--- src/rtl/framebuffer_pkg.sv ---
// framebuffer_pkg: shared fill-state encoding and default geometry for the framebuffer arbiter
package framebuffer_pkg;
    typedef enum logic [1:0] {IDLE, FILL, DONE} fill_state_e;
    localparam int DEFAULT_WIDTH = 9;
    localparam int DEFAULT_DEPTH = 2048;
    localparam int DEFAULT_GUARD = 4;
endpackage

--- src/rtl/framebuffer_fill_engine.sv ---
// framebuffer_fill_engine: rectangle-fill sequencer walking a wrapping address range
// Ports: fill_start_i/fill_address_i/fill_length_i/fill_color_i/fill_abort_i command in;
//        grant_i = arbiter accepted this cycle's fill write; req_o = write wanted now;
//        active_o = FSM in FILL; addr_o/color_o = write address/data; busy_o, done_o status.
module framebuffer_fill_engine
    import framebuffer_pkg::*;
#(
    parameter int WIDTH  = DEFAULT_WIDTH,
    parameter int DEPTH  = DEFAULT_DEPTH,
    parameter int ADDR_W = $clog2(DEPTH)
) (
    input  logic              clk,
    input  logic              resetN,
    input  logic              fill_start_i,
    input  logic [ADDR_W-1:0] fill_address_i,
    input  logic [ADDR_W:0]   fill_length_i,
    input  logic [WIDTH-1:0]  fill_color_i,
    input  logic              fill_abort_i,
    input  logic              grant_i,
    output logic              req_o,
    output logic              active_o,
    output logic [ADDR_W-1:0] addr_o,
    output logic [WIDTH-1:0]  color_o,
    output logic              busy_o,
    output logic              done_o
);
    fill_state_e       state_q, state_d;
    logic [ADDR_W-1:0] addr_q, addr_d;
    logic [ADDR_W:0]   remain_q, remain_d;
    logic [WIDTH-1:0]  color_q, color_d;

    always_comb begin
        state_d  = state_q;
        addr_d   = addr_q;
        remain_d = remain_q;
        color_d  = color_q;
        case (state_q)
            IDLE: if (fill_start_i && !fill_abort_i) begin
                addr_d   = fill_address_i;
                remain_d = fill_length_i;
                color_d  = fill_color_i;
                state_d  = (fill_length_i == '0) ? DONE : FILL;
            end
            FILL: if (fill_abort_i) begin
                state_d = IDLE;
            end else if (grant_i) begin
                // explicit wrap so non power-of-two depths stay in range
                addr_d   = (addr_q == ADDR_W'(DEPTH - 1)) ? '0 : addr_q + 1'b1;
                remain_d = remain_q - 1'b1;
                state_d  = (remain_q == (ADDR_W + 1)'(1)) ? DONE : FILL;
            end
            default: state_d = IDLE;
        endcase
    end

    always_ff @(posedge clk or negedge resetN) begin
        if (!resetN) begin
            state_q  <= IDLE;
            addr_q   <= '0;
            remain_q <= '0;
            color_q  <= '0;
        end else begin
            state_q  <= state_d;
            addr_q   <= addr_d;
            remain_q <= remain_d;
            color_q  <= color_d;
        end
    end

    // an abort cancels the write in the cycle it is raised
    assign active_o = (state_q == FILL);
    assign req_o    = active_o && !fill_abort_i;
    assign addr_o   = addr_q;
    assign color_o  = color_q;
    assign busy_o   = (state_q != IDLE);
    assign done_o   = (state_q == DONE);
endmodule

--- src/rtl/framebuffer_arbiter.sv ---
// framebuffer_arbiter: shares framebuffer port A between a CPU and a fill engine
// Ports: cpuValid/cpuWrite/cpuAddress/cpuData request in, cpuReady accept (comb),
//        cpuReadValid/cpuReadData one cycle after an accepted read;
//        fillStart/fillAddress/fillLength/fillColor/fillAbort command in, fillBusy/fillDone status;
//        fbAddress/fbDataIn/fbWriteEnable drive port A, fbDataOut is its registered read data.
// Build option FRAMEBUFFER_STARVE_GUARD_EN: after GUARD consecutive CPU grants during a fill,
// one cycle is handed to the fill engine. Without it the CPU always wins.
module framebuffer_arbiter
    import framebuffer_pkg::*;
#(
    parameter int WIDTH = DEFAULT_WIDTH,
    parameter int DEPTH = DEFAULT_DEPTH,
    parameter int GUARD = DEFAULT_GUARD,
    localparam int ADDR_W = $clog2(DEPTH)
) (
    input  logic              clk,
    input  logic              resetN,
    input  logic              cpuValid,
    input  logic              cpuWrite,
    input  logic [ADDR_W-1:0] cpuAddress,
    input  logic [WIDTH-1:0]  cpuData,
    output logic              cpuReady,
    output logic              cpuReadValid,
    output logic [WIDTH-1:0]  cpuReadData,
    input  logic              fillStart,
    input  logic [ADDR_W-1:0] fillAddress,
    input  logic [ADDR_W:0]   fillLength,
    input  logic [WIDTH-1:0]  fillColor,
    input  logic              fillAbort,
    output logic              fillBusy,
    output logic              fillDone,
    output logic [ADDR_W-1:0] fbAddress,
    output logic [WIDTH-1:0]  fbDataIn,
    output logic              fbWriteEnable,
    input  logic [WIDTH-1:0]  fbDataOut
);
    logic              cpu_grant, fill_grant, fill_req, fill_active, force_fill;
    logic              rd_pend_q, rd_pend_d;
    logic [ADDR_W-1:0] fill_addr;
    logic [WIDTH-1:0]  fill_color;

    framebuffer_fill_engine #(.WIDTH(WIDTH), .DEPTH(DEPTH), .ADDR_W(ADDR_W)) u_fill (
        .clk            (clk),
        .resetN         (resetN),
        .fill_start_i   (fillStart),
        .fill_address_i (fillAddress),
        .fill_length_i  (fillLength),
        .fill_color_i   (fillColor),
        .fill_abort_i   (fillAbort),
        .grant_i        (fill_grant),
        .req_o          (fill_req),
        .active_o       (fill_active),
        .addr_o         (fill_addr),
        .color_o        (fill_color),
        .busy_o         (fillBusy),
        .done_o         (fillDone)
    );

    // resetN gates the grant so port A is quiet the moment reset asserts
    assign cpu_grant     = resetN && cpuValid && !force_fill;
    assign fill_grant    = fill_req && !cpu_grant;
    assign cpuReady      = cpu_grant;
    assign fbWriteEnable = cpu_grant ? cpuWrite : fill_grant;
    assign fbAddress     = cpu_grant ? cpuAddress : (fill_grant ? fill_addr : '0);
    assign fbDataIn      = cpu_grant ? cpuData : (fill_grant ? fill_color : '0);

    assign rd_pend_d    = cpu_grant && !cpuWrite;
    assign cpuReadValid = rd_pend_q;
    assign cpuReadData  = rd_pend_q ? fbDataOut : '0;

    always_ff @(posedge clk or negedge resetN) begin
        if (!resetN) rd_pend_q <= 1'b0;
        else         rd_pend_q <= rd_pend_d;
    end

`ifdef FRAMEBUFFER_STARVE_GUARD_EN
    localparam int GW = $clog2(GUARD + 1);
    logic [GW-1:0] guard_q, guard_d;

    assign force_fill = fill_active && (guard_q == GW'(GUARD));
    assign guard_d    = (!fill_active || fill_grant) ? '0 : (cpu_grant ? guard_q + 1'b1 : guard_q);

    always_ff @(posedge clk or negedge resetN) begin
        if (!resetN) guard_q <= '0;
        else         guard_q <= guard_d;
    end
`else
    logic unused_guard;
    assign force_fill   = 1'b0;
    assign unused_guard = fill_active & (GUARD != 0);
`endif
endmodule

--- config.mk ---
export PLATFORM = sky130hd
export DESIGN_NAME = framebuffer_arbiter
export DESIGN_NICKNAME = d
export VERILOG_FILES = /design/src/rtl/framebuffer_pkg.sv /design/src/rtl/framebuffer_fill_engine.sv /design/src/rtl/framebuffer_arbiter.sv
export SDC_FILE = /design/constraint.sdc
export NUM_CORES = 1
export LEC_CHECK = 0
export BUFFER_PORTS_ARGS = -buffer_cell sky130_fd_sc_hd__buf_2
export CAP_MARGIN = 20
export CORE_AREA = 2 2 72 74
export DETAILED_ROUTE_END_ITERATION = 8
export DIE_AREA = 0 0 74 76
export GPL_TIMING_DRIVEN = 0
export PLACE_DENSITY = 0.85
export REMOVE_ABC_BUFFERS = 1
export SLEW_MARGIN = 20
export SYNTH_ARGS = -nofsm -noshare
export SYNTH_HDL_FRONTEND = slang
export SYNTH_SLANG_ARGS = --single-unit
--- constraint.sdc ---
create_clock -name clk -period 2.2 [get_ports clk]
set_input_delay 0.22 -clock clk [delete_from_list [all_inputs] [get_ports clk]]
set_output_delay 0.22 -clock clk [all_outputs]
set_load 0.02 [all_outputs]
==> qor.csv <==
metric;value;unit
setup_viol;0;
ant_nets;0;
dp_hpwl;4582;um
power.total;2.114;mW
drtPass1Iterations;4;
netlist_area;2225;sq um
clk_latency;0.29;ns
yosys.area.top_type;dfrtp_1;
cp_max_fo;19;
cap_violations;0;
drc;0;
gr-usage-met2;0.4054;
critPathKind;reg2out;
met1_usage;0.2617;
cp_slowest_cell;dfrtp_1;
path_depth;5;
overflow;0;
yosys_warnings;0;
gr-usage-all-layers;0.2301;
cts_htree_levels;2;
grt_setup_unrepaired;false;
synth_most_common_cell;dfrtp_1;
antenna_found_initial;0;
clk_pin_slew;0.07;ns
fin_crit;2.073;ns
ff2ff_path_depth;4;
clock-sinks;35;
fin_ws;0.1274;ns
cp.required;1.98;ns
port_buffers;100;
tns;0;ns
dpl-instance-area;2778;sq um
ys_async_sr_fraction;1.000;
num_antenna_cells;0;
initial_core_util;0.4529;
top_usage_layer;met2;
ir_drop;0.3127;mV
drv_slew;0;
viasPerCell;5.777;
ys_seq_area_frac;0.3937;
leakagePower;1.377;nW
crit_path_end_kind;output pin;
core.rowCount;26;
wl;6492;um
pin_count;101;
area_growth;31.95;%
synthTopCellsByCount;dfrtp_1, a22o_1, o21ai_0, clkbuf_1, nor2_1;
die_w;74;um
pre_cts_slack;-0.8574;ns
dp_cells;401;
yosys-top-cells-area;dfrtp_1, a22o_1, mux2_2;
cts-buffers-inserted;5;
hold_viol_final;0;
fmax;482.5;MHz
slew_headroom;0.4672;
first_iter_violations;120;
startpoint_type;register;
fin_util;0.5976;
min_path_cells;2;
synth-seq-cells;35;
worstPathCellList;nand2b_4 > nor3_4 > buf_4 > a22o_1 > buf_2;
dieHeight;76;um
synthFlopType;dfrtp_1;
netlist-cell-type-count;43;
cts_tree;done;
cp_top_family;simple AND/OR/NAND/NOR gates;
die-area;5624;sq um
min_path_type;in2reg;
finalCritPeriodShare;0.9421;
fin_hold_ws;0.09765;ns
cp.arrival;1.85;ns
synth-edff-count;0;
final_cell_area;2935;sq um
vias;2386;
grt_pass1_vias;2167;
drive_above_1_share;0.3819;
p_per_area;720.1;nW/um^2
postSynthAreaPerCell;8.970;sq um
nFillCells;415;
core-area;4912;sq um
grt_max_degree;38;
worst_pin_slew;0.7956;ns
avgRoutedWirePerCell;15.72;um
nets;412;
status;complete, no violations;
met3_usage;0.05556;
root_buffer;clkbuf_8;
clock_path_buffers;2;
layoutNonFillerInstCount;413;
synthCells;248;
gp_congestion;0.8127;
critical_path_buf_inv_count;2;
grt_pass1_wl;9977;um
synth_top_area_share;0.3937;
ff2ff_setup_slack;0.18;ns
skew;0.01017;ns
max_stage_delay;0.48;ns
[cell families after synthesis]
group	count (synthesis)	share of synthesized area
and+or+nand+nor	85	0.2036
adders and majority gates	3	0.01687
DFF	35	0.3937
AOI/OAI and AO/OA	91	0.2908
muxes	10	0.05006
buffers and inverters	24	0.04500
[layer usage]
| layer | share of wire | up-vias |
|---|---|---|
| met3 | 0.083 | 14 |
| met2 | 0.52 | 111 |
| met5 | 0 | - |
| met4 | 0.021 | 0 |
| met1 | 0.38 | 1122 |
| li1 | - | 1139 |
[power by group]
group / switching, mW / internal, mW / leakage (nW)
clock: 0.232 / 0.222 / 0.0422
combinational: 0.364 / 0.313 / 0.921
sequential: 0.192 / 0.791 / 0.415
total: 0.787 / 1.33 / 1.38
[cells in the final DEF, fill, tap and decap left out, drive strengths merged, types with 2 or more instances in the layout]
cell	n
o2bb2ai	2
a21oi	15
o21ai	18
a22oi	5
nor3b	3
a22o	23
and4	3
and2	11
nor2b	4
nor2	16
nand3	10
clkbuf	7
nand2	14
nor4	6
dfrtp	35
nand2b	3
mux2	9
inv	5
ha	3
a2bb2oi	6
a32oi	2
o211ai	3
nor3	7
o22ai	7
nand4	3
and3	2
buf	104
[registers in the layout, indices dropped and copies added, names as in the netlist]
name / flops
u_fill.remain_q: 12
u_fill.addr_o: 11
u_fill.color_o: 9
u_fill.state_q: 2
cpuReadValid: 1
[cell type report]
cell class	instances	area (sq um)	share of cell area
repair buffers	105	559.3	0.1905
clock buffers	7	76.32	0.02600
well taps	70	87.58	0.02984
flip-flops and latches	35	877.1	0.2988
multi-input cells	190	1311	0.4467
clock inverters	1	5.005	0.001705
inverters	5	18.77	0.006394
[what timing repair did]
action | in CTS | in global routing
hold buffers | 2 | 0
setup buffers | 1 | 0
setup endpoints to repair | 45 | 17
hold endpoints to repair | 35 | 0
resized for setup | 5 | 2
pin swaps | 1 | 0
cloned | 0 | 1
[worst paths after layout]
path / from / end
setup / recovery: u_fill.state_q[1] / fbAddress[5]
hold / removal: cpuWrite / cpuReadValid
setup reg to reg: u_fill.state_q[0] / u_fill.addr_o[5]
hold reg to reg: u_fill.color_o[8] / u_fill.color_o[8]
max in group asynchronous: resetN / u_fill.state_q[0]
min in group asynchronous: resetN / u_fill.remain_q[1]
(Power assumes the default switching activity.)
